--- src/rtl/period_meter_pkg.sv ---
// Shared definitions for the period meter: FSM encoding and default sizing.
package period_meter_pkg;

  typedef enum logic [1:0] {
    StIdle    = 2'd0,
    StArm     = 2'd1,
    StMeasure = 2'd2
  } state_e;

  localparam int unsigned DefCntW      = 24;
  localparam int unsigned DefTimeout   = 1000000;
  localparam int unsigned DefMinPeriod = 4;

endpackage

--- src/rtl/period_meter_if.sv ---
// Result channel of the period meter: measured values plus valid/ready handshake.
interface period_meter_if import period_meter_pkg::*; #(
  parameter int unsigned CNT_W = DefCntW
) ();

  logic [CNT_W-1:0] PERIOD;
  logic [CNT_W-1:0] HIGH_TIME;
  logic             VALID;
  logic             READY;

  modport master (
    output PERIOD,
    output HIGH_TIME,
    output VALID,
    input  READY
  );

  modport slave (
    input  PERIOD,
    input  HIGH_TIME,
    input  VALID,
    output READY
  );

endinterface

--- src/rtl/edge_sync.sv ---
// Two-flop synchronizer for an asynchronous input plus single-cycle edge pulses.
module edge_sync (
  input  logic CLK,
  input  logic RST,
  input  logic sig_i,
  output logic level_o,
  output logic rise_o,
  output logic fall_o
);

  // [0] metastability catcher, [1] synchronized level, [2] level one cycle earlier
  logic [2:0] sync_q;

  // Shift the raw input through the synchronizer and keep the previous level.
  always_ff @(posedge CLK or negedge RST) begin
    if (!RST) begin
      sync_q <= '0;
    end else begin
      sync_q <= {sync_q[1:0], sig_i};
    end
  end

  assign level_o = sync_q[1];
  assign rise_o  = sync_q[1] & ~sync_q[2];
  assign fall_o  = ~sync_q[1] & sync_q[2];

endmodule

--- src/rtl/period_meter.sv ---
// Measures period and high time of a slow asynchronous square wave, in CLK cycles.
// A rising edge closes one measurement and opens the next in the same cycle.
module period_meter import period_meter_pkg::*; #(
  parameter int unsigned CNT_W      = DefCntW,
  parameter int unsigned TIMEOUT    = DefTimeout,
  parameter int unsigned MIN_PERIOD = DefMinPeriod
) (
  input  logic          CLK,
  input  logic          RST,
  input  logic          SIG_IN,
  input  logic          EN,
  period_meter_if.master res,
  output logic          TIMEOUT_FLAG,
  output logic          OVERRUN
);

  localparam logic [CNT_W-1:0] TimeoutCnt = CNT_W'(TIMEOUT);
  localparam logic [CNT_W-1:0] MinCnt     = CNT_W'(MIN_PERIOD);
  localparam logic [CNT_W-1:0] One        = CNT_W'(1);

  logic sync_level;
  logic sync_rise;
  logic unused_fall;

  edge_sync u_edge_sync (
    .CLK     (CLK),
    .RST     (RST),
    .sig_i   (SIG_IN),
    .level_o (sync_level),
    .rise_o  (sync_rise),
    .fall_o  (unused_fall)
  );

  state_e           state_q;
  logic [CNT_W-1:0] period_cnt_q;
  logic [CNT_W-1:0] high_cnt_q;
  logic [CNT_W-1:0] period_q;
  logic [CNT_W-1:0] high_q;
  logic             valid_q;
  logic             timeout_q;
  logic             overrun_q;

  logic [CNT_W-1:0] period_inc;
  logic [CNT_W-1:0] high_inc;

  // Counter values including the current cycle; the closing edge cycle belongs to the period.
  always_comb begin
    period_inc = period_cnt_q + One;
    high_inc   = high_cnt_q;
    if (sync_level) begin
      high_inc = high_cnt_q + One;
    end
  end

  // Control FSM with counters, result registers and sticky flags.
  always_ff @(posedge CLK or negedge RST) begin
    if (!RST) begin
      state_q      <= StIdle;
      period_cnt_q <= '0;
      high_cnt_q   <= '0;
      period_q     <= '0;
      high_q       <= '0;
      valid_q      <= 1'b0;
      timeout_q    <= 1'b0;
      overrun_q    <= 1'b0;
    end else begin
      // Consumption first; a publish later in this block overrides it.
      if (valid_q && res.READY) begin
        valid_q <= 1'b0;
      end

      if (!EN) begin
        state_q      <= StIdle;
        period_cnt_q <= '0;
        high_cnt_q   <= '0;
        overrun_q    <= 1'b0;
      end else begin
        unique case (state_q)
          StIdle: begin
            state_q <= StArm;
          end
          StArm: begin
            // First edge only opens a measurement.
            if (sync_rise) begin
              period_cnt_q <= '0;
              high_cnt_q   <= '0;
              state_q      <= StMeasure;
            end
          end
          StMeasure: begin
            if (sync_rise) begin
              period_cnt_q <= '0;
              high_cnt_q   <= '0;
              // Too-short periods are glitches: dropped silently, measurement goes on.
              if (period_inc >= MinCnt) begin
                if (valid_q && !res.READY) begin
                  overrun_q <= 1'b1;
                end else begin
                  period_q  <= period_inc;
                  high_q    <= high_inc;
                  valid_q   <= 1'b1;
                  timeout_q <= 1'b0;
                end
              end
            end else if (period_inc >= TimeoutCnt) begin
              // Counters park at the limit; next edge re-arms from scratch.
              period_cnt_q <= TimeoutCnt;
              high_cnt_q   <= high_inc;
              timeout_q    <= 1'b1;
              state_q      <= StArm;
            end else begin
              period_cnt_q <= period_inc;
              high_cnt_q   <= high_inc;
            end
          end
          default: begin
            state_q <= StIdle;
          end
        endcase
      end
    end
  end

  assign res.PERIOD    = period_q;
  assign res.HIGH_TIME = high_q;
  assign res.VALID     = valid_q;
  assign TIMEOUT_FLAG  = timeout_q;
  assign OVERRUN       = overrun_q;

endmodule

--- src/flat_wrapper.sv ---
// flat-port wrapper written by rule: the top's interface ports become plain ports
module period_meter_flat import period_meter_pkg::*;
#(
  parameter int unsigned CNT_W      = DefCntW,
  parameter int unsigned TIMEOUT    = DefTimeout,
  parameter int unsigned MIN_PERIOD = DefMinPeriod
)
  (CLK, RST, SIG_IN, EN, TIMEOUT_FLAG, OVERRUN, res_PERIOD, res_HIGH_TIME, res_VALID, res_READY);
  period_meter_if #(.CNT_W(CNT_W)) res_i ();
  input  logic CLK;
  input  logic RST;
  input  logic SIG_IN;
  input  logic EN;
  output logic TIMEOUT_FLAG;
  output logic OVERRUN;
  output wire logic [$bits(res_i.PERIOD)-1:0] res_PERIOD;
  output wire logic [$bits(res_i.HIGH_TIME)-1:0] res_HIGH_TIME;
  output wire logic [$bits(res_i.VALID)-1:0] res_VALID;
  input wire logic [$bits(res_i.READY)-1:0] res_READY;
  assign res_PERIOD = res_i.PERIOD;
  assign res_HIGH_TIME = res_i.HIGH_TIME;
  assign res_VALID = res_i.VALID;
  assign res_i.READY = res_READY;
  period_meter #(.CNT_W(CNT_W), .TIMEOUT(TIMEOUT), .MIN_PERIOD(MIN_PERIOD)) u_core (.CLK(CLK), .RST(RST), .SIG_IN(SIG_IN), .EN(EN), .res(res_i), .TIMEOUT_FLAG(TIMEOUT_FLAG), .OVERRUN(OVERRUN));
endmodule
--- config.mk ---
export PLATFORM = sky130hd
export DESIGN_NAME = period_meter_flat
export DESIGN_NICKNAME = d
export VERILOG_FILES = /design/src/rtl/period_meter_pkg.sv /design/src/rtl/period_meter_if.sv /design/src/rtl/edge_sync.sv /design/src/rtl/period_meter.sv /design/src/flat_wrapper.sv
export SDC_FILE = /design/constraint.sdc
export NUM_CORES = 1
export LEC_CHECK = 0
export ABC_AREA = 1
export ABC_CLOCK_PERIOD_IN_PS = 2600
export CELL_PAD_IN_SITES_DETAIL_PLACEMENT = 1
export CELL_PAD_IN_SITES_GLOBAL_PLACEMENT = 2
export CORE_MARGIN = 2
export CORE_UTILIZATION = 33
export DETAILED_ROUTE_END_ITERATION = 7
export GPL_TIMING_DRIVEN = 0
export HOLD_SLACK_MARGIN = 0.08
export PLACE_DENSITY = 0.91
export SLEW_MARGIN = 20
export SYNTH_ARGS = -nofsm -noshare
export SYNTH_HDL_FRONTEND = slang
export SYNTH_SLANG_ARGS = --single-unit
export TNS_END_PERCENT = 50
--- constraint.sdc ---
create_clock -name CLK -period 2.6 [get_ports CLK]
set_clock_uncertainty 0.1 [all_clocks]
set_input_delay 0.65 -clock CLK [delete_from_list [all_inputs] [get_ports CLK]]
set_output_delay 0.65 -clock CLK [all_outputs]
set_load 0.02 [all_outputs]
; After elaboration in Yosys (flattened, before gate mapping)
; Index checks and enable logic that the tools add are counted.
[totals]
ram_bits = 0
register_bits = 104
inputBits = 5
latchBits = 0
mem_count = 0
wordCells = 67
mem_bits_ro = 0
out_inout_bits = 51
[classes]
n_shift = 0
n_div = 0
multipliers = 0
mux = 29
n_lt_le_gt_ge = 2
add_sub_neg = 2
n_bitwise = 3
reduce_logical = 10
n_eq_ne = 12
[ops]
columns = operator, count
row1 = two-way mux 24 bit, 7
row2 = one-hot mux 24 bit (2 select lines), 2
row3 = adder 24 x 1 -> 24 bit (second input constant), 2
row4 = greater-or-equal comparator 24 x 20 -> 1 bit (second input constant), 1
row5 = greater-or-equal comparator 24 x 3 -> 1 bit (second input constant), 1
row6 = two-way mux 1 bit, 15
row7 = AND reduction 5 bit, 2
row8 = two-way mux 2 bit, 4
row9 = inequality test 2 x 1 -> 1 bit (second input constant), 4
row10 = inequality test 3 x 2 -> 1 bit (second input constant), 2
row11 = one-hot mux 2 bit (3 select lines), 1
row12 = inequality test 2 bit (second input constant), 2
row13 = AND reduction 4 bit, 1
row14 = inequality test 3 x 1 -> 1 bit (second input constant), 1
row15 = inequality test 3 bit (second input constant), 1
row16 = AND reduction 3 bit, 1
row17 = == test 2 x 1 -> 1 bit (second input constant), 1
row18 = == test 2 bit (second input constant), 1
row19 = logical AND 1 bit, 2
row20 = logical NOT 2 bit, 1
row21 = NOT 1 bit, 2
row22 = AND reduction 2 bit, 1
row23 = nonzero test 2 bit, 1
row24 = AND 1 bit, 1
row25 = logical NOT 1 bit, 1

; Depth between registers and ports, before layout
[depth]
word_depth = 7
ltp_mapped = 19
mapped_depth_nobuf = 17

; Cells and area by module
; From an unflattened synthesis, not the netlist that was laid out.
[unflattened]
cells_unflattened = 653
hier_area_um2 = 5138.7
[modules_own_cells]
columns = mod, instances, area_per_inst_um2, cells_per_inst, seq_area_each_um2
row1 = period_meter, 1, 5048.6, 646, 2527.4
row2 = edge_sync, 1, 90.1, 7, 75.1

; Worst setup path before layout
; OpenSTA, ideal clock, no wires.
[synth_path]
path_type = register -> register
startpoint = register u_core.period_cnt_q[0]
endpoint = register u_core.high_q[4] (netlist: u_core.res.HIGH_TIME[4])
required_time_ns = 2.383
setup_ns = 0.117
arrival_time_ns = 2.034
synth_period_minus_slack_ns = 2.251
path_stages_with_launch = 18
path_buffers = 2
slack_ns = 0.349
cell_sequence = dfrtp_1 > ha_1 > nand3_2 > nor2_1 > nand2_1 > nand2_1 > nor2_2 > nand2_1 > nor2_1 > nand2_1 > nor2_1 > nand2_2 > nand2_2 > nor2_4 > buf_6 > buf_4 > nand2_1 > nand2_1
[synth_via]
elab_chain_len = 3
[synth_lines]
columns = element, line_no
row1 = "start, declared", period_meter.sv:35  ; logic [CNT_W-1:0] period_cnt_q;
row2 = "start signal, assigned", period_meter.sv:107  ; period_cnt_q <= TimeoutCnt;
row3 = "start signal, assigned", period_meter.sv:112  ; period_cnt_q <= period_inc;
row4 = adder 24 x 1 -> 24 bit, period_meter.sv:48  ; period_inc = period_cnt_q + One;
row5 = greater-or-equal comparator 24 x 3 -> 1 bit, period_meter.sv:95  ; if (period_inc >= MinCnt) begin
row6 = AND reduction 5 bit (no line), --
row7 = "end signal, assigned", period_meter.sv:100  ; high_q <= high_inc;
row8 = "end, declared", period_meter.sv:38  ; logic [CNT_W-1:0] high_q;
; Every way passes these cells.
; A chain may end at the register's enable or synchronous reset.

; Worst setup path after layout
[layout_path]
startpoint = register u_core.period_cnt_q[0]
endpoint = register u_core.high_q[17] (netlist: u_core.res.HIGH_TIME[17])
; Same word-level chain as after synthesis.

==> reports/summary.txt <==
Max clock buf depth -> 2
Starting Density -> 0.339
register area -> 2620 sq um
crit start category -> register
initial antenna violation count -> 0
fmax -> 0.386 GHz
Arr. time, crit path -> 2.74 ns
max cap viols -> 0
Root Driver -> clkbuf_16
Die H -> 132 um
critical path class -> register to register
DR iter-0 viols -> 231
Ports -> 56
largest cells by area after synthesis -> dfrtp_1, nand2_1, inv_1
DR pass1 iterations -> 4
post-route ant nets -> 0
layout net count -> 837
DRT Wirelength -> 16300 um
endpoints failing setup -> 0
H-tree lvl count -> 3
Fin. Hold Viols -> 0
CTS tree -> yes
Syn Area/Cell -> 7.48 sq um
Critical Path RT -> 2.75 ns
vias per cell -> 4.81
status -> complete, no violations
Final min period -> 2.59 ns
first-pass GRT wire length -> 26500 um
commonest non-fill, non-tap cell in the layout -> nand2_1
Yosys top cell area share -> 0.480
worst-margin pin slew -> 0.646 ns
hpwl dp -> 11300 um
Syn-to-layout area delta -> 33.7%
share of cells above drive strength 1 -> 0.205
post-synth top area cell -> dfrtp_1
Synth cell types -> 35
Residual DRC -> 0
RSZ-0062 raised after global routing -> true
Peak supply drop -> 0.301 mV
die area -> 17500 sq um
area of the mapped netlist -> 5420 sq um
GRT Resource Usage Total -> 0.188
IO Port Bufs -> 55
worst skew pair latency -> 0.36 ns
period utilization -> 0.996
# fillers -> 1993
most frequent cells in the layout -> nand2_1, dfrtp_1, inv_1
vias in the first global route -> 5363
DIE WIDTH -> 132 um
global route overflow -> 0
Syn Nets -> 733
Critical Path Fanout Max -> 10
Static Leak -> 3.60 nW
Placer Congestion -> 0.881
Core Footprint -> 16000 sq um
n_diodes -> 0
CTS Buf Count -> 9
Clock Pin Slew Worst Setup and Hold Paths -> 0.07 ns
Mapped Cells -> 725
largest net degree at the start of global routing -> 71
synth warn -> 0
Setup crit end kind -> register
register area share after synthesis -> 0.480
Rows -> 46
slew margin rel. -> 0.569
Multi-input gate area -> 2690 sq um
Finished Core Util -> 0.453
via count -> 5048
FF+latch count, synth -> 104
clk sinks -> 104
pwr/cell area -> 436 nW/um^2
worst hold-check slack -> 0.261 ns
WL/cell -> 15.6 um
HP Class -> register to register
Slew Viols, Final -> 0
==> metal layers <==
| metal | wire length (um) | track usage | share of wire |
|---|---|---|---|
| met3 | 511 | 0.0265 | 0.031 |
| met2 | 8050 | 0.326 | 0.49 |
| met4 | 331 | 0.0729 | 0.020 |
| met1 | 7440 | 0.237 | 0.46 |
| met5 | 0 | 0 | 0 |
==> sequential cells by signal, indices dropped and copies added (netlist names) <==
name / flops
u_core.res.PERIOD: 24
u_core.u_edge_sync.sync_q: 3
u_core.OVERRUN: 1
u_core.period_cnt_q: 24
u_core.state_q: 2
u_core.TIMEOUT_FLAG: 1
u_core.res.VALID: 1
u_core.high_cnt_q: 24
u_core.res.HIGH_TIME: 24
==> cell families after synthesis <==
group,Yosys count,synth area share
compound gates,48,0.0505
xor+xnor,24,0.0388
fa+ha+maj,3,0.00692
buf+inv,98,0.0789
flops,104,0.480
simple gates,448,0.345
==> layout make-up <==
type                    instances  share of cell area
plain buffers                  18              0.0230
inverters                      79              0.0412
well taps                     216              0.0373
multi-input cells             523               0.371
repair buffers                 94               0.125
clock inverters                 6             0.00949
clock buffers                  10              0.0316
flip-flops and latches        104               0.362
==> per-stage QoR <==
step / cell area [sq um] / TNS [ns] / std cells / total power (W) / setup slack, ns
after detailed placement: 6270 / -22.48 / 997 / 0.00178 / -0.366
final: 7250 / 0 / 1050 / 0.00316 / 0.0116
after global routing: 7250 / -4.40 / 1050 / 0.00327 / -0.113
after global placement: 6240 / -361.40 / 996 / 0.00177 / -3.35
after floorplan: 5420 / 0 / 725 / 0.00171 / 0.349
after CTS: 6680 / 0 / 1018 / 0.00320 / 0.00135
==> critical path, cell delays in order, from the launching register on <==
cell     delay (ns)
dfrtp_2        0.44
ha_4           0.18
nand3_4        0.17
buf_6          0.18
nor2_4         0.12
nand2_1        0.09
nand2_2        0.12
nor2_2         0.05
nand2_1        0.07
nor2_2         0.05
nand2_1        0.07
nor2_2         0.04
nand2_2        0.09
nand2_4        0.06
nor2_4         0.19
inv_4          0.06
buf_12         0.15
buf_12         0.14
nand2_2        0.05
nand2_1        0.05
==> cells in the mapped netlist <==
cell and instances:
nand4_1 8, o22ai_1 7, a21oi_1 2, a22o_1 1, dfrtp_1 104, nor2_4 5, nand3_1 33, nand2_1 307
buf_6 4, clkbuf_1 7, nand3_2 2, xor2_1 22, a21boi_1 1, buf_12 1, inv_2 1, buf_4 1
a311oi_1 1, o21ai_1 2, clkinv_1 1, xnor2_1 2, a32o_1 1, inv_1 76, o21ai_0 29, o31ai_1 1
buf_2 6, nor3_1 7, a22oi_1 1, inv_4 1, nor2_2 7, o21bai_1 2, nor4_1 2, ha_1 3
nand3b_1 1, nor2_1 59, nand2_2 17
==> report_power, final <==
part / internal (W) / total, W / leakage (nW) / switching, W
sequential: 0.00162 / 0.00163 / 1.41 / 0.00000764
combinational: 0.0000279 / 0.000122 / 2.04 / 0.0000945
clock: 0.000753 / 0.00141 / 0.143 / 0.000655
==> path summary, 6_finish.rpt <==
check / startpoint / end / slack, ns / cells past startpoint
worst min-delay path: u_core.u_edge_sync.sync_q[0] / u_core.u_edge_sync.sync_q[1] / 0.26 / 0
min in group asynchronous: RST / u_core.res.PERIOD[1] / 0.65 / 2
worst max register to register: u_core.period_cnt_q[0] / u_core.res.HIGH_TIME[17] / 0.01 / 19
worst min register to register: u_core.u_edge_sync.sync_q[0] / u_core.u_edge_sync.sync_q[1] / 0.26 / 0
worst max-delay path: u_core.period_cnt_q[0] / u_core.res.HIGH_TIME[17] / 0.01 / 19
max in group asynchronous: RST / u_core.period_cnt_q[16] / 1.07 / 3
==> timing repair <==
action | in CTS | in global routing
cloned | 0 | 1
pin swaps | 3 | 22
endpoints found under the hold margin | 1 | 0
gates resized for setup | 17 | 102
buffers inserted | 4 | 32
hold buffers | 1 | 0
endpoints found under the setup margin | 68 | 79
Note: power is estimated with default switching activity, not from simulation.
